**src/rtl/rx_frame_filter_if.sv**
```systemverilog
`default_nettype none
// +--------------------------------------------------------------------+
// | rx_frame_filter_if                                                 |
// | Buffer/parser handshake, window config and status of the filter.   |
// | Revision: 1.0                                                      |
// +--------------------------------------------------------------------+
interface rx_frame_filter_if #(
   parameter int ID_W  = 8,
   parameter int CNT_W = 16
);
   logic              init_done;
   logic              rx_done;
   logic              rx_crc_rslt;
   logic              got_frame;
   logic [ID_W-1:0]   frame_id;
   logic [7:0]        frame_type;
   logic              sn_error;
   logic              cfg_we;
   logic [2:0]        cfg_idx;
   logic [ID_W-1:0]   cfg_min;
   logic [ID_W-1:0]   cfg_max;
   logic              cfg_en;
   logic              load_rd_en;
   logic              ack_rd_en;
   logic              pass_rd_en;
   logic              drop_rd_en;
   logic              busy;
   logic [CNT_W-1:0]  acc_cnt;
   logic [CNT_W-1:0]  drop_cnt;
   logic [CNT_W-1:0]  crc_cnt;

   modport master (
      output init_done, rx_done, rx_crc_rslt, got_frame, frame_id, frame_type,
             sn_error, cfg_we, cfg_idx, cfg_min, cfg_max, cfg_en,
      input  load_rd_en, ack_rd_en, pass_rd_en, drop_rd_en, busy,
             acc_cnt, drop_cnt, crc_cnt
   );

   modport slave (
      input  init_done, rx_done, rx_crc_rslt, got_frame, frame_id, frame_type,
             sn_error, cfg_we, cfg_idx, cfg_min, cfg_max, cfg_en,
      output load_rd_en, ack_rd_en, pass_rd_en, drop_rd_en, busy,
             acc_cnt, drop_cnt, crc_cnt
   );
endinterface
`default_nettype wire

```
**src/rtl/rx_frame_filter.sv**
```systemverilog
`default_nettype none
// +--------------------------------------------------------------------+
// | rx_frame_filter                                                    |
// | Classifies received frames by ID window and type; releases/drops.  |
// | Revision: 1.0                                                      |
// +--------------------------------------------------------------------+
module rx_frame_filter #(
   parameter int         NUM_WIN   = 4,
   parameter int         ID_W      = 8,
   parameter logic [7:0] ACK_TYPE  = 8'h32,
   parameter logic [7:0] PASS_TYPE = 8'h51,
   parameter int         SN_WAIT   = 4,
   parameter int         HDR_TO    = 64,
   parameter int         CNT_W     = 16
) (
   input  wire               sys_clk,
   input  wire               glbl_rst_n,
   rx_frame_filter_if.slave  bus
);
   localparam int c_HDR_W = $clog2(HDR_TO + 1);
   localparam int c_SN_W  = $clog2(SN_WAIT + 1);
   localparam logic [c_HDR_W-1:0] c_HDR_LAST = c_HDR_W'(HDR_TO - 1);
   localparam logic [c_SN_W-1:0]  c_SN_LAST  = c_SN_W'(SN_WAIT - 1);

   typedef enum logic [2:0] {
      S_INIT     = 3'd0,
      S_IDLE     = 3'd1,
      S_WAIT_HDR = 3'd2,
      S_SN_ACK   = 3'd3,
      S_SN_PASS  = 3'd4,
      S_DROP     = 3'd5
   } state_t;

   // Asynchronous assertion, release retimed through two flops.
   logic [1:0] r_rst_sync;
   logic       w_rst_n;

   always_ff @(posedge sys_clk or negedge glbl_rst_n) begin
      if (!glbl_rst_n) r_rst_sync <= 2'b00;
      else             r_rst_sync <= {r_rst_sync[0], 1'b1};
   end
   assign w_rst_n = r_rst_sync[1];

   logic [NUM_WIN-1:0] w_hit_vec;
   logic               w_hit;

   for (genvar w = 0; w < NUM_WIN; w++) begin : g_win
      logic            r_en;
      logic [ID_W-1:0] r_min;
      logic [ID_W-1:0] r_max;

      always_ff @(posedge sys_clk or negedge w_rst_n) begin
         if (!w_rst_n) begin
            r_en  <= 1'b0;
            r_min <= '0;
            r_max <= '0;
         end else if (bus.cfg_we && (bus.cfg_idx == 3'(w))) begin
            r_en  <= bus.cfg_en;
            r_min <= bus.cfg_min;
            r_max <= bus.cfg_max;
         end
      end

      // An inverted window (min > max) can never satisfy both bounds.
      assign w_hit_vec[w] = r_en && (bus.frame_id >= r_min) && (bus.frame_id <= r_max);
   end

   assign w_hit = |w_hit_vec;

   state_t             r_state;
   logic [c_HDR_W-1:0] r_hdr_cnt;
   logic [c_SN_W-1:0]  r_sn_cnt;
   logic               r_load;
   logic               r_ack;
   logic               r_pass;
   logic               r_drop;
   logic [CNT_W-1:0]   r_acc_cnt;
   logic [CNT_W-1:0]   r_drop_cnt;
   logic [CNT_W-1:0]   r_crc_cnt;

   always_ff @(posedge sys_clk or negedge w_rst_n) begin
      if (!w_rst_n) begin
         r_state    <= S_INIT;
         r_hdr_cnt  <= '0;
         r_sn_cnt   <= '0;
         r_load     <= 1'b0;
         r_ack      <= 1'b0;
         r_pass     <= 1'b0;
         r_drop     <= 1'b0;
         r_acc_cnt  <= '0;
         r_drop_cnt <= '0;
         r_crc_cnt  <= '0;
      end else begin
         r_load <= 1'b0;
         r_ack  <= 1'b0;
         r_pass <= 1'b0;
         r_drop <= 1'b0;
         if (!bus.init_done) begin
            r_state <= S_INIT;
         end else begin
            case (r_state)
               S_INIT: r_state <= S_IDLE;
               S_IDLE: begin
                  if (bus.rx_done) begin
                     if (bus.rx_crc_rslt) begin
                        r_state   <= S_WAIT_HDR;
                        r_load    <= 1'b1;
                        r_hdr_cnt <= '0;
                     end else if (r_crc_cnt != '1) begin
                        r_crc_cnt <= r_crc_cnt + CNT_W'(1);
                     end
                  end
               end
               S_WAIT_HDR: begin
                  if (bus.got_frame) begin
                     r_sn_cnt <= '0;
                     if (w_hit && (bus.frame_type == ACK_TYPE)) begin
                        r_state <= S_SN_ACK;
                     end else if (w_hit && (bus.frame_type == PASS_TYPE)) begin
                        r_state <= S_SN_PASS;
                     end else begin
                        r_state <= S_DROP;
                        r_drop  <= 1'b1;
                     end
                  end else if (r_hdr_cnt == c_HDR_LAST) begin
                     r_state <= S_DROP;
                     r_drop  <= 1'b1;
                  end else begin
                     r_hdr_cnt <= r_hdr_cnt + c_HDR_W'(1);
                  end
               end
               S_SN_ACK, S_SN_PASS: begin
                  if (bus.sn_error) begin
                     r_state <= S_DROP;
                     r_drop  <= 1'b1;
                  end else if (r_sn_cnt == c_SN_LAST) begin
                     r_state <= S_IDLE;
                     r_ack   <= (r_state == S_SN_ACK);
                     r_pass  <= (r_state == S_SN_PASS);
                     if (r_acc_cnt != '1) r_acc_cnt <= r_acc_cnt + CNT_W'(1);
                  end else begin
                     r_sn_cnt <= r_sn_cnt + c_SN_W'(1);
                  end
               end
               S_DROP: begin
                  r_state <= S_IDLE;
                  if (r_drop_cnt != '1) r_drop_cnt <= r_drop_cnt + CNT_W'(1);
               end
               default: r_state <= S_INIT;
            endcase
         end
      end
   end

   assign bus.load_rd_en = r_load;
   assign bus.ack_rd_en  = r_ack;
   assign bus.pass_rd_en = r_pass;
   assign bus.drop_rd_en = r_drop;
   assign bus.busy       = (r_state != S_INIT) && (r_state != S_IDLE);
   assign bus.acc_cnt    = r_acc_cnt;
   assign bus.drop_cnt   = r_drop_cnt;
   assign bus.crc_cnt    = r_crc_cnt;
endmodule
`default_nettype wire
```
**src/flat_wrapper.sv**
```systemverilog
// flat-port wrapper written by rule: the top's interface ports become plain ports
module rx_frame_filter_flat 
#(
   parameter int         NUM_WIN   = 4,
   parameter int         ID_W      = 8,
   parameter logic [7:0] ACK_TYPE  = 8'h32,
   parameter logic [7:0] PASS_TYPE = 8'h51,
   parameter int         SN_WAIT   = 4,
   parameter int         HDR_TO    = 64,
   parameter int         CNT_W     = 16
)
  (sys_clk, glbl_rst_n, bus_init_done, bus_rx_done, bus_rx_crc_rslt, bus_got_frame, bus_frame_id, bus_frame_type, bus_sn_error, bus_cfg_we, bus_cfg_idx, bus_cfg_min, bus_cfg_max, bus_cfg_en, bus_load_rd_en, bus_ack_rd_en, bus_pass_rd_en, bus_drop_rd_en, bus_busy, bus_acc_cnt, bus_drop_cnt, bus_crc_cnt);
  rx_frame_filter_if #(.ID_W(ID_W), .CNT_W(CNT_W)) bus_i ();
  input  wire sys_clk;
  input  wire glbl_rst_n;
  input wire logic [$bits(bus_i.init_done)-1:0] bus_init_done;
  input wire logic [$bits(bus_i.rx_done)-1:0] bus_rx_done;
  input wire logic [$bits(bus_i.rx_crc_rslt)-1:0] bus_rx_crc_rslt;
  input wire logic [$bits(bus_i.got_frame)-1:0] bus_got_frame;
  input wire logic [$bits(bus_i.frame_id)-1:0] bus_frame_id;
  input wire logic [$bits(bus_i.frame_type)-1:0] bus_frame_type;
  input wire logic [$bits(bus_i.sn_error)-1:0] bus_sn_error;
  input wire logic [$bits(bus_i.cfg_we)-1:0] bus_cfg_we;
  input wire logic [$bits(bus_i.cfg_idx)-1:0] bus_cfg_idx;
  input wire logic [$bits(bus_i.cfg_min)-1:0] bus_cfg_min;
  input wire logic [$bits(bus_i.cfg_max)-1:0] bus_cfg_max;
  input wire logic [$bits(bus_i.cfg_en)-1:0] bus_cfg_en;
  output wire logic [$bits(bus_i.load_rd_en)-1:0] bus_load_rd_en;
  output wire logic [$bits(bus_i.ack_rd_en)-1:0] bus_ack_rd_en;
  output wire logic [$bits(bus_i.pass_rd_en)-1:0] bus_pass_rd_en;
  output wire logic [$bits(bus_i.drop_rd_en)-1:0] bus_drop_rd_en;
  output wire logic [$bits(bus_i.busy)-1:0] bus_busy;
  output wire logic [$bits(bus_i.acc_cnt)-1:0] bus_acc_cnt;
  output wire logic [$bits(bus_i.drop_cnt)-1:0] bus_drop_cnt;
  output wire logic [$bits(bus_i.crc_cnt)-1:0] bus_crc_cnt;
  assign bus_i.init_done = bus_init_done;
  assign bus_i.rx_done = bus_rx_done;
  assign bus_i.rx_crc_rslt = bus_rx_crc_rslt;
  assign bus_i.got_frame = bus_got_frame;
  assign bus_i.frame_id = bus_frame_id;
  assign bus_i.frame_type = bus_frame_type;
  assign bus_i.sn_error = bus_sn_error;
  assign bus_i.cfg_we = bus_cfg_we;
  assign bus_i.cfg_idx = bus_cfg_idx;
  assign bus_i.cfg_min = bus_cfg_min;
  assign bus_i.cfg_max = bus_cfg_max;
  assign bus_i.cfg_en = bus_cfg_en;
  assign bus_load_rd_en = bus_i.load_rd_en;
  assign bus_ack_rd_en = bus_i.ack_rd_en;
  assign bus_pass_rd_en = bus_i.pass_rd_en;
  assign bus_drop_rd_en = bus_i.drop_rd_en;
  assign bus_busy = bus_i.busy;
  assign bus_acc_cnt = bus_i.acc_cnt;
  assign bus_drop_cnt = bus_i.drop_cnt;
  assign bus_crc_cnt = bus_i.crc_cnt;
  rx_frame_filter #(.NUM_WIN(NUM_WIN), .ID_W(ID_W), .ACK_TYPE(ACK_TYPE), .PASS_TYPE(PASS_TYPE), .SN_WAIT(SN_WAIT), .HDR_TO(HDR_TO), .CNT_W(CNT_W)) u_core (.sys_clk(sys_clk), .glbl_rst_n(glbl_rst_n), .bus(bus_i));
endmodule
```
**config.mk**
```make
export PLATFORM = sky130hd
export DESIGN_NAME = rx_frame_filter_flat
export DESIGN_NICKNAME = d
export VERILOG_FILES = /design/src/rtl/rx_frame_filter_if.sv /design/src/rtl/rx_frame_filter.sv /design/src/flat_wrapper.sv
export SDC_FILE = /design/constraint.sdc
export NUM_CORES = 1
export LEC_CHECK = 0
export CELL_PAD_IN_SITES_DETAIL_PLACEMENT = 0
export CELL_PAD_IN_SITES_GLOBAL_PLACEMENT = 2
export CORE_MARGIN = 5
export CORE_UTILIZATION = 35
export DETAILED_ROUTE_END_ITERATION = 6
export PLACE_DENSITY_LB_ADDON = 0.25
export RECOVER_POWER = 25
export SLEW_MARGIN = 10
export SYNTH_ARGS = -nofsm -noshare
export SYNTH_HDL_FRONTEND = slang
export SYNTH_SLANG_ARGS = --single-unit
```
**constraint.sdc**
```tcl
create_clock -name sys_clk -period 4.6 [get_ports sys_clk]
set_clock_uncertainty 0.05 [all_clocks]
set_input_delay 0.46 -clock sys_clk [delete_from_list [all_inputs] [get_ports sys_clk]]
set_output_delay 0.46 -clock sys_clk [all_outputs]
set_load 0.05 [all_outputs]
```
[Yosys cells after proc, flatten, opt, wreduce, memory -nomap -nowiden]
Cells that the tools add are included.
Storage, ports and cells
  bits in registers: 135
  input bits: 44
Cells by class
  $add $sub $neg: 5
  order comparisons: 8
  eq/ne operators: 27
  mux-type cells: 38
  bitwise gates (word level): 2
  reduce and logical (&&, ||, !) cells: 29
Operators with widths (count)
  $add A16 B1 Y16 const B: 3
  $ne A16 B16 Y1 const B: 3
  $mux W3: 11
  $ge A8 B8 Y1: 4
  $le A8 B8 Y1: 4
  $mux W7: 4
  $mux W1: 19
  $eq A3 B2 Y1 const B: 5
  $logic_and A1 B1 Y1: 15
  $reduce_and A5 Y1: 3
  $ne A2 B2 Y1 const B: 7
  $pmux W7 S2: 1
  $pmux W3 S4: 1
  $eq A8 B6 Y1 const B: 1
  $eq A8 B7 Y1 const B: 1
  $ne A4 B3 Y1 const B: 2
  $add A7 B1 Y7 const B: 1
  $eq A7 B6 Y1 const B: 1
  $eq A3 B1 Y1 const B: 2
  $eq A3 B3 Y1 const B: 2
  $logic_not A3 Y1: 2
  $ne A3 B3 Y1 const B: 2
  $pmux W3 S2: 1
  $reduce_and A6 Y1: 1
  10 further kinds: 13

[Longest topological paths before layout]
Gate-level depths: netlist (run 1).
  word-level depth: 10
  gate-level depth with buffers: 9
  depth with buffers taken out: 8

[Worst setup path after synthesis (run 1)]
OpenSTA, ideal clock, no wires.
  path type: input -> register
  from: in bus_frame_id[0]
  to: reg u_core.r_state[1]
  library setup time: 0.120 ns
  arrival time: 2.180 ns
  setup slack: 2.250 ns
  stages: 8
  cells stage by stage: inv_1 > ha_1 > nand2b_1 > a31oi_1 > o41ai_1 > and4b_1 > or4_1 > a31o_2
Between the ends
  cells in the longest elaborated chain, start to end: 9
  elaborated cells between the ends (all ways): 22
RTL lines
  start: declaration: RTL line flat_wrapper.sv:20  | input wire logic [$bits(bus_i.frame_id)-1:0] bus_frame_id;
  $ge A8 B8 Y1: RTL line rx_frame_filter.sv:65  | assign w_hit_vec[w] = r_en && (bus.frame_id >= r_min) && (bus.frame_id <= r_max);
  $logic_and A1 B1 Y1 (2 in a row): RTL line rx_frame_filter.sv:65
  $reduce_or A4 Y1 (*): RTL line rx_frame_filter.sv:68  | assign w_hit = |w_hit_vec;
  $logic_and A1 B1 Y1 (*): RTL line rx_frame_filter.sv:117  | if (w_hit && (bus.frame_type == ACK_TYPE)) begin
  $mux W3 (*): RTL line rx_frame_filter.sv:117
  $mux W3 (*): RTL line rx_frame_filter.sv:115  | if (bus.got_frame) begin
  $pmux W3 S4 (*): RTL line rx_frame_filter.sv:101  | case (r_state)
  $mux W3 (*): RTL line rx_frame_filter.sv:98  | if (!bus.init_done) begin
  end signal: assignment: RTL line rx_frame_filter.sv:99  | r_state <= S_INIT;
  end signal: assignment: RTL line rx_frame_filter.sv:102  | S_INIT: r_state <= S_IDLE;
  end signal: assignment: RTL line rx_frame_filter.sv:118  | r_state <= S_SN_ACK;
  end: declaration: RTL line rx_frame_filter.sv:70  | state_t r_state;
Every way passes the cells marked *; elsewhere a longest branch is shown, timed or not.
A chain may end at the register's enable or synchronous reset.

==> results.ini, run 1 <==
[status]
status=finished, violations left
violations=capacitance limit, slew limit

[synthesis]
synthTopCellsByArea=dfrtp_1 (46%), ha_1 (12%), mux2_2 (4.5%)
yosys-top-cells-count=dfrtp_1 (135), nand2_1 (86), inv_1 (72)
yosysUniqueCellTypes=56
syn-cell-area_um2=7320
ys_ff_latch=135
synthArstFlopShare=1.00
synth-edff-count=0
yosys_warnings=0
avgSynthCellArea_um2=9.97
yosysSeqAreaShare=0.462
yosys_most_used_dff=dfrtp_1
synth.most_common_cell=dfrtp_1
syn_inst=734
yosysTopAreaCell=dfrtp_1
synth_nets=848
yosysTopAreaCellShare=0.462

[sta]
finalSetupViolCount=0
relSlewSlack=-0.942
layout_setup_ws_ns=1.62
min_period_ns=2.98
tightest_slew_ns=2.91
max_freq_ghz=0.336
tns_ns=0
whs_ns=0.219
final_max_slew_viol_count=73
fin_crit_sh=0.647
rsz0062_at_grt=no
hold_violations=0

[clocking]
clk_path_buf_depth=2
insertion_delay_ns=0.41
post_cts_resize_count=0
cts_made_buffers=17
postCtsSetupBuffers=0
cts.sinks=135
cts_tree=yes
cts_hold_buffers=0
cts-root-buf=clkbuf_16
path_clk_slew_ns=0.06
htreeDepth=4

[pwr]
leakage_nw=4.13
netSwitchingFraction=0.303
p_int_mw=2.43
pwr-share-clk=0.372
power_density_nw_per_um2=381
net-switching-power_mw=1.06
power_frac_seq=0.417
p_comb_frac=0.211
vdd_ir_drop_max_mv=0.229

[floorplan]
die_h_um=155
start_util=0.352
core_um2=20800
rows=53
die_area_um2=23900
ios=97
fp.dieW_um=155

[global_routing]
grt_pass1_wl_um=29000
grt_max_degree=73
grt.overflow.total=0
grt_use_total=0.150
antenna_found_initial=0
grt_pass1_vias=5585

[worst_setup_path]
r2r-start=u_core.r_rst_sync[1]
cp_data_required_time_ns=5.09
slowest_stage=dfrtp_1
crit_path_end_kind=asynchronous set/reset pin
worstRegToRegCells=1
worst_ep_arrival_time_ns=3.46
crit_chain=buf_4
path_buf_inv=1
setup.worst_path.class=reg -> async
critical_path.max_fanout=72
timing.critical_path.from=u_core.r_rst_sync[1]
crit_path_start_kind=register
cpPeakStageDelay_ns=2.30
crit_family=flip-flops
worst-path-stages=1

[flow_run]
max_cap_violations=1

[placed_design]
dpl.hpwl_um=12600
place_congestion=0.842
port_buffers=96
dp_slack_ns=1.26

[layout]
fin_nets=952
n_fill_cell=2039
final_layout_size_suffix_gt1_frac=0.0905
syn2layout_area_growth_pct=25.1
antennaDiodeCount=0

[detailed_routing]
drtIter0Drc=190
wl_per_cell_um=15.2
totalWireLength_um=17100
drc=0
avgViaCountPerCell=4.85
drt.antenna.violating_nets=0
num_vias=5464
firstDrtPassIters=4

[min_path]
hold_class=in -> async

area by class of cell:
cell class | instances | area (µm²) | share of cell area
repair buffers | 101 | 995 | 0.109
clock inverters | 13 | 123 | 0.0134
well taps | 275 | 344 | 0.0376
inverters | 72 | 270 | 0.0295
multi-input cells | 511 | 3600 | 0.393
flip-flops and latches | 135 | 3380 | 0.369
clock buffers | 19 | 443 | 0.0484
logic make-up after synthesis:
kind of cell    after synthesis  synth area share
compound gates              132             0.106
xor+xnor                     50            0.0598
fa+ha+maj                    70             0.120
buf+inv                      88            0.0477
flops                       135             0.462
mux                          29            0.0446
other cells                   1          0.000512
simple gates                229             0.160
worst paths after layout:
check | endpoint | slack (ns)
setup / recovery | u_core.bus.crc_cnt[8] | 1.62
hold / removal | u_core.r_rst_sync[0] | 0.22
setup reg to reg | u_core.bus.crc_cnt[8] | 1.62
hold reg to reg | u_core.r_rst_sync[1] | 0.30
max in group sys_clk | u_core.r_state[1] | 1.70
min in group sys_clk | u_core.r_rst_sync[1] | 0.30
power by group through the flow:
stage	clock network (mW)	registers [mW]	logic, mW
CTS	1.35	1.46	0.746
global placement	0	1.47	0.728
floorplan	0	1.50	0.456
detailed placement	0	1.48	0.743
finish	1.30	1.45	0.737
global route	1.39	1.48	0.850
cells in the final DEF (no fill, tap or decap), drive strengths merged, types with 2 or more instances in the layout:
cell	instances
nor3	10
a21oi	32
clkbuf	20
and4	7
a211o	4
ha	70
and3	7
nand2	86
nor4b	3
nor2	38
nand4	19
o2111ai	2
nor3b	5
o21a	4
inv	74
clkdlybuf4s50	94
dfrtp	135
a31oi	4
buf	4
nor2b	4
xor2	21
nand2b	14
clkinv	6
mux2	29
o211ai	7
or2	2
dlygate4sd3	2
o21ai	59
a211oi	6
and2	3
xnor2	29
a21o	4
nand3	23
clkinvlp	4
through the flow:
step                std cells  area (µm²)  power [mW]   util
finish                   1126        9160        3.49  0.440
global route             1126        9160        3.72  0.440
CTS                      1126        9160        3.56  0.440
detailed placement       1094        8600        2.22  0.413
global placement         1094        8600        2.20  0.413
floorplan                 734        7320        1.96      -
routing by layer:
| layer | wire length, µm | global-route usage |
|---|---|---|
| met2 | 7310 | 0.218 |
| met4 | 167 | 0.0378 |
| met3 | 661 | 0.0389 |
| met5 | 0 | 0 |
| met1 | 8960 | 0.224 |
flip-flops by register name (all words and copies together), names as in the netlist:
signal,count
u_core.g_win.r_max,32
u_core.g_win.r_min,32
u_core.bus.acc_cnt,16
u_core.bus.crc_cnt,16
u_core.bus.drop_cnt,16
u_core.r_hdr_cnt,7
u_core.g_win.r_en,4
u_core.r_sn_cnt,3
u_core.r_state,3
u_core.r_rst_sync,2
u_core.bus.ack_rd_en,1
u_core.bus.drop_rd_en,1
u_core.bus.load_rd_en,1
u_core.bus.pass_rd_en,1
(Power assumes the default switching activity.)
==> run 2: changes to the inputs <==
clock period = 2.9 ns   (was 4.6 ns; I/O delays follow)
==> run 2 against run 1 <==
  * The run now ends clean
  * Clock-buffer cell count is 1 lower
  * Worst hold slack better by 0.083 ns
  * Clock power is 58% higher
  * Critical path depth is 7 higher
  * Critical path type is now reg -> reg
==> results.ini, run 2 (synthesis gave the netlist of run 1 again) <==
[sta]
fin_crit_sh=0.880
final_max_slew_viol_count=0
min_period_ns=2.55
rsz0062_at_grt=no
layout_setup_ws_ns=0.347
tightest_slew_ns=1.07
finalSetupViolCount=0
max_freq_ghz=0.392
relSlewSlack=0.289
hold_violations=0

[floorplan]
start_util=0.352
die_h_um=155
core_um2=20800
die_area_um2=23900
ios=97
fp.dieW_um=155
rows=53

[worst_setup_path]
path_buf_inv=1
crit_family=compound AO/OA/AOI/OAI gates
cp_data_required_time_ns=3.15
setup.worst_path.class=reg -> reg
crit_path_start_kind=register
cpPeakStageDelay_ns=0.61
worstRegToRegCells=8
slowest_stage=or4_1
timing.critical_path.from=u_core.g_win[0].r_min[2]
regToRegSetupSlack_ns=0.35
crit_chain=inv_1 > ha_1 > a211o_1 > a31oi_1 > o41ai_1 > and4b_1 > or4_1 > a31o_2
r2r-start=u_core.g_win[0].r_min[2]
worst_ep_arrival_time_ns=2.80
critical_path.max_fanout=4
crit_path_end_kind=register
reg2reg_to=u_core.r_state[1]

[clocking]
htreeDepth=4
postCtsSetupBuffers=0
post_cts_resize_count=0
clk_path_buf_depth=2
path_clk_slew_ns=0.06
cts_hold_buffers=1
cts_tree=yes
insertion_delay_ns=0.41
cts_made_buffers=17
cts-root-buf=clkbuf_16
cts.sinks=135

[placed_design]
place_congestion=0.889
dpl.cell_count=1116
dp_slack_ns=-0.0156
dpl.hpwl_um=13500
port_buffers=96

[global_routing]
antenna_found_initial=1
grt.overflow.total=0
grt_pass1_wl_um=29900
grt_max_degree=50
grt_pass1_vias=5929
grt_use_total=0.155

[layout]
final_cell_mix=dfrtp_1 (134), clkdlybuf4s50_1 (95), nand2_1 (86)
syn2layout_area_growth_pct=27.5
top_regs=u_core.g_win.r_max x32, u_core.g_win.r_min x32
final_cells=1149
final_layout_size_suffix_gt1_frac=0.114
post-route-util=0.448
antennaDiodeCount=0
fin_nets=975
layout_commonest_cell=dfrtp_1

[status]
status=completed

[pwr]
netSwitchingFraction=0.303
p_comb_frac=0.222
vdd_ir_drop_max_mv=0.334
net-switching-power_mw=1.69
pwr-share-clk=0.368
power_density_nw_per_um2=597
finalPower_mw=5.57
power_frac_seq=0.410
leakage_nw=4.24
p_int_mw=3.88

[flow_run]
max_cap_violations=0

[min_path]
hold_class=reg -> async

[detailed_routing]
drtIter0Drc=243
totalWireLength_um=17700
num_vias=5551
firstDrtPassIters=4
wl_per_cell_um=15.4
drt.antenna.violating_nets=0
drc=0
avgViaCountPerCell=4.83

[run 2: cell types whose count changed in the layout (fill, tap and decap cells not counted), sizes merged]
cell           change
clkinvlp           -1
clkinv             +1
clkdlybuf4s50      +1
buf               +21
inv                +1
[run 2: layout make-up]
type	count	area (µm²)
clock inverter	14	125
multi-input combinational	511	3600
timing repair buffer	124	1170
tap	275	344
sequential	135	3380
fill	2028	11500
clock buffer	18	439
inverter	72	270
[run 2: worst max-delay path by stage]
stage	depth (start not counted)	to
6_report	8	u_core.r_state[1]
5_1_grt	8	u_core.r_state[1]
4_1_cts	8	u_core.r_state[1]
3_5_place_dp	8	u_core.r_state[1]
3_3_place_gp	8	u_core.r_state[1]
2_1_floorplan	0	u_core.bus.acc_cnt[0]
[run 2: stage by stage]
| step | cell area (µm²) | hold WS, ns | setup TNS (ns) |
|---|---|---|---|
| final | 9330 | 0.302 | 0 |
| after global routing | 9330 | 0.305 | 0 |
| after CTS | 9340 | 0.304 | 0 |
| after detailed placement | 8760 | 0.289 | -0.0156 |
| after global placement | 8760 | 0.285 | -0.00930 |
| after floorplan | 7320 | -0.0556 | 0 |
[run 2: power by group through the flow]
stage | Combinational (mW) | Clock (mW) | Sequential [mW]
after floorplan | 0.724 | 0 | 2.38
after global placement | 1.21 | 0 | 2.31
after detailed placement | 1.25 | 0 | 2.32
after CTS | 1.26 | 2.13 | 2.29
after global routing | 1.42 | 2.21 | 2.32
final | 1.24 | 2.05 | 2.28
[run 2: per-layer routing]
layer | global-route usage | up-vias | wire length (µm)
met4 | 0.0458 | 2 | 170
li1 | - | 2786 | -
met2 | 0.238 | 91 | 7860
met3 | 0.0397 | 14 | 771
met5 | 0 | - | 7
met1 | 0.217 | 2658 | 8920
==> edit 1 (config.mk and constraints of run 2) <==
`PASS_TYPE` is set to 8'h51 in 2 places; all go to 8'h28.
--- a/src/rtl/rx_frame_filter.sv
+++ b/src/rtl/rx_frame_filter.sv
@@ -8,7 +8,7 @@
    parameter int         NUM_WIN   = 4,
    parameter int         ID_W      = 8,
    parameter logic [7:0] ACK_TYPE  = 8'h32,
-   parameter logic [7:0] PASS_TYPE = 8'h51,
+   parameter logic [7:0] PASS_TYPE = 8'h28,
    parameter int         SN_WAIT   = 4,
    parameter int         HDR_TO    = 64,
    parameter int         CNT_W     = 16
--- a/src/flat_wrapper.sv
+++ b/src/flat_wrapper.sv
@@ -4,7 +4,7 @@
    parameter int         NUM_WIN   = 4,
    parameter int         ID_W      = 8,
    parameter logic [7:0] ACK_TYPE  = 8'h32,
-   parameter logic [7:0] PASS_TYPE = 8'h51,
+   parameter logic [7:0] PASS_TYPE = 8'h28,
    parameter int         SN_WAIT   = 4,
    parameter int         HDR_TO    = 64,
    parameter int         CNT_W     = 16
Formal check against the unedited RTL: no difference found for any inputs over 4 cycles, from zero or initial values and one cycle with glbl_rst_n low; that may be too few to reach the edited logic, so the function may still have changed.
==> edit 1 against run 2 <==
Sequential cell count did not move; design area fell by 1.5%; wire length fell by 0.70%; area after synthesis fell by 1.7%; total power fell by 0.62%; worst setup slack improved by 0.064 ns; register-to-register slack improved by 0.11 ns; maximum frequency rose by 2.6%; highest routed layer is now met4.
==> edit 1: results (changes against run 2) <==
Synthesis
  – Post-Synth Adder-Cell Area: 0.122 (+0.00208)
  – Mux cell area share after synthesis: 0.0468 (+0.00217)
  – Syn avg cell area: 10.4 um2 (+4.1%)
  – Top cells by area, synth: dfrtp_1 (47%), ha_1 (12%), o21ai_0 (4.6%)

Pwr
  – Worst IR Drop VDD: 446 uV (+34%)
  – Static Leak: 0.00413 uW (-2.7%)
  – Power Internal: 3890 uW (+0.19%)
  – Clk pwr share: 0.386 (+0.018)
  – Sw Share: 0.298 (-0.00565)

Run status
  – Status: finished clean

Cells and area
  – Inverters: 64 (-11%)
  – Clock network area share: 0.0631 (+0.00257)
  – Filler cell count: 1969 (-2.9%)
  – Non-clk bufs: 115 (-7.3%)

Global route
  – Met1 usage: 0.207 (-0.0102)
  – Initial antenna violation count: 0 (-1)
  – M3 GR Usage: 0.0433 (+0.00353)
  – GRT Util Overall: 0.156 (+0.000340)

Critical path
  – CP startpoint: bus_frame_id[0]
  – Reg2reg path depth: 7 (-1)
  – Reg2reg start: u_core.g_win[1].r_min[0]$_DFFE_PN0P_
  – Reg-to-reg slack, setup: 0.46 ns (+0.11 ns)

Floorplan
  – DIE AREA: 23500 um2 (-1.6%)

Placement
  – GPL Wtd Cong: 0.870 (-2.1%)
  – Placed wire-length estimate: 13.2 mm (-2.4%)
  – Placed Instance Area: 8610 um2 (-1.7%)

Drt
  – Wl on met1: 8.20 mm (-8.0%)
  – Vias: 5395 (-2.8%)

Timing
  – Worst slew pin tran: 1.39 ns (+0.320 ns)
[edit 1: critical path, delay by kind of cell]
family,cells,cell delay (ns)
simple gates,1,0.14
buf+inv,2,0.53
fa+ha+maj,1,0.29
compound gates,5,1.48
[edit 1: worst min-delay path by stage]
stage               slack [ns]                            from                              to  cells after the start
global route              0.30  u_core.r_rst_sync[0]$_DFF_PN0_  u_core.r_rst_sync[1]$_DFF_PN0_                      0
detailed placement        0.29  u_core.r_rst_sync[0]$_DFF_PN0_  u_core.r_rst_sync[1]$_DFF_PN0_                      0
floorplan                -0.06                      glbl_rst_n  u_core.r_rst_sync[0]$_DFF_PN0_                      0
global placement          0.28  u_core.r_rst_sync[0]$_DFF_PN0_  u_core.r_rst_sync[1]$_DFF_PN0_                      0
finish                    0.30  u_core.r_rst_sync[0]$_DFF_PN0_  u_core.r_rst_sync[1]$_DFF_PN0_                      0
CTS                       0.30  u_core.r_rst_sync[0]$_DFF_PN0_  u_core.r_rst_sync[1]$_DFF_PN0_                      0
==> edit 2 (config.mk and constraints of run 2) <==
Made on the original files. The 6 states of `state_t` get a Gray code encoding in 3 bits.
--- a/src/rtl/rx_frame_filter.sv
+++ b/src/rtl/rx_frame_filter.sv
@@ -23,12 +23,12 @@
    localparam logic [c_SN_W-1:0]  c_SN_LAST  = c_SN_W'(SN_WAIT - 1);
 
    typedef enum logic [2:0] {
-      S_INIT     = 3'd0,
-      S_IDLE     = 3'd1,
-      S_WAIT_HDR = 3'd2,
-      S_SN_ACK   = 3'd3,
-      S_SN_PASS  = 3'd4,
-      S_DROP     = 3'd5
+      S_INIT     = 3'b000,
+      S_IDLE     = 3'b001,
+      S_WAIT_HDR = 3'b011,
+      S_SN_ACK   = 3'b010,
+      S_SN_PASS  = 3'b110,
+      S_DROP     = 3'b111
    } state_t;
 
    // Asynchronous assertion, release retimed through two flops.
Function: no difference found for any inputs over 4 cycles, from zero or initial values and one cycle with glbl_rst_n low; so few cycles prove little.
==> edit 2 against run 2 <==
The run now ends with max-capacitance violations, max-slew violations left; final cell count shrank 5.3%; sequential cell count is the same; total power up 5.4%; design area shrank 1.5%; wire length shrank 5.2%; area after synthesis fell by 2.8%; utilization is 0.90 points higher; global-route usage shrank 0.42 points; maximum frequency is 11% higher; first-iteration DRC count increased by 24%; worst setup slack improved by 0.26 ns; largest cell class unchanged; largest power group is now the clock network.
==> edit 2: results (changes against run 2) <==
Critical path
  – Worst EP arrival: 2.53 ns (-0.27 ns)
  – Reg-to-reg slack, setup: 0.60 ns (+0.26 ns)
  – Worst r2r dst: u_core.bus.crc_cnt[11]$_DFFE_PN0P_
  – CP top delay family: simple AND/OR/NAND/NOR gates
  – Slowest CP cell: nor4_1
  – Reg2reg path depth: 6 (-2)

Timing
  – Worst hold margin: 0.302 ns (+0.000317 ns)
  – Max-slew violation count: 39 (+39)

Synthesis
  – Mapped Cells: 693 (-5.6%)
  – Synth unique cells: 53 (-5.4%)
  – Register area share after synthesis: 0.475 (+0.0131)
  – Top cells by area, synth: dfrtp_1 (47%), ha_1 (12%), mux2_2 (4.6%)

Global route
  – Initial antenna violation count: 0 (-1)
  – GRT Util Overall: 0.151 (-0.00417)
  – GR Layer Usage met2: 0.246 (+0.00738)
  – M3 GR Usage: 0.0423 (+0.00259)
  – Global-route wire length before repair: 28.7 mm (-4.0%)

Pwr
  – Seq pwr share: 0.383 (-0.027)
  – Static Leak: 0.00419 uW (-1.2%)
  – Power Clock: 2530 uW (+23%)
  – Worst IR Drop VDD: 436 uV (+30%)
  – Post-route total power: 5870 uW (+5.4%)

Cells and area
  – Nets@finish: 920 (-5.6%)
  – Filler cell count: 1860 (-8.3%)
  – Footprint of the multi-input gates: 3450 um2 (-4.3%)
  – Seq. cell area: 3380 um2 (-0.11%)
  – Inverters: 73 (+1.4%)
  – Clock network area share: 0.0752 (+0.0147)
  – Design area: 9190 um2 (-1.5%)
  – #MultiIn Comb: 472 (-7.6%)

Placement
  – Worst slack at placement: 0.137 ns (+0.153 ns)
  – Placed wire-length estimate: 12.7 mm (-6.5%)
  – GPL Wtd Cong: 0.779 (-12%)
  – Number of instances in the placed design: 1056 (-5.4%)

Hold path
  – Worst min path class: register to register

Run status
  – Violated checks: max-capacitance violations, max-slew violations
  – Status: finished, violations left

Drt
  – Wl on met1: 7.95 mm (-11%)
  – DR iter-0 viols: 302 (+24%)
  – Highest routed layer: met4
  – Met2 WL: 7.99 mm (+1.6%)
  – First-pass detailed-route iteration total: 7 (+3)
  – Routed wire length: 16.8 mm (-5.2%)

Job
  – Max cap viols: 1 (+1)

Floorplan
  – DIE AREA: 23300 um2 (-2.6%)
==> edit 2: how the worst max path moves through the flow <==
stage | slack (ns) | cells after the start | to
after CTS | 0.61 | 6 | u_core.bus.crc_cnt[11]$_DFFE_PN0P_
final | 0.60 | 6 | u_core.bus.crc_cnt[11]$_DFFE_PN0P_
after global placement | 0.18 | 8 | u_core.r_state[2]$_DFFE_PN0P_
after global routing | 0.42 | 6 | u_core.bus.crc_cnt[11]$_DFFE_PN0P_
after floorplan | 0.61 | 0 | u_core.bus.acc_cnt[0]$_DFFE_PN0P_
after detailed placement | 0.14 | 8 | u_core.r_state[2]$_DFFE_PN0P_
==> edit 2: cell families after synthesis <==
group	after synthesis	share of synthesized area
AOI/OAI and AO/OA	123	0.107
xor gates and xnor gates	48	0.0591
adders and majority gates	70	0.123
buffers and inverters	86	0.0461
DFF	135	0.475
muxes	29	0.0459
other	1	0.000527
and+or+nand+nor	201	0.144
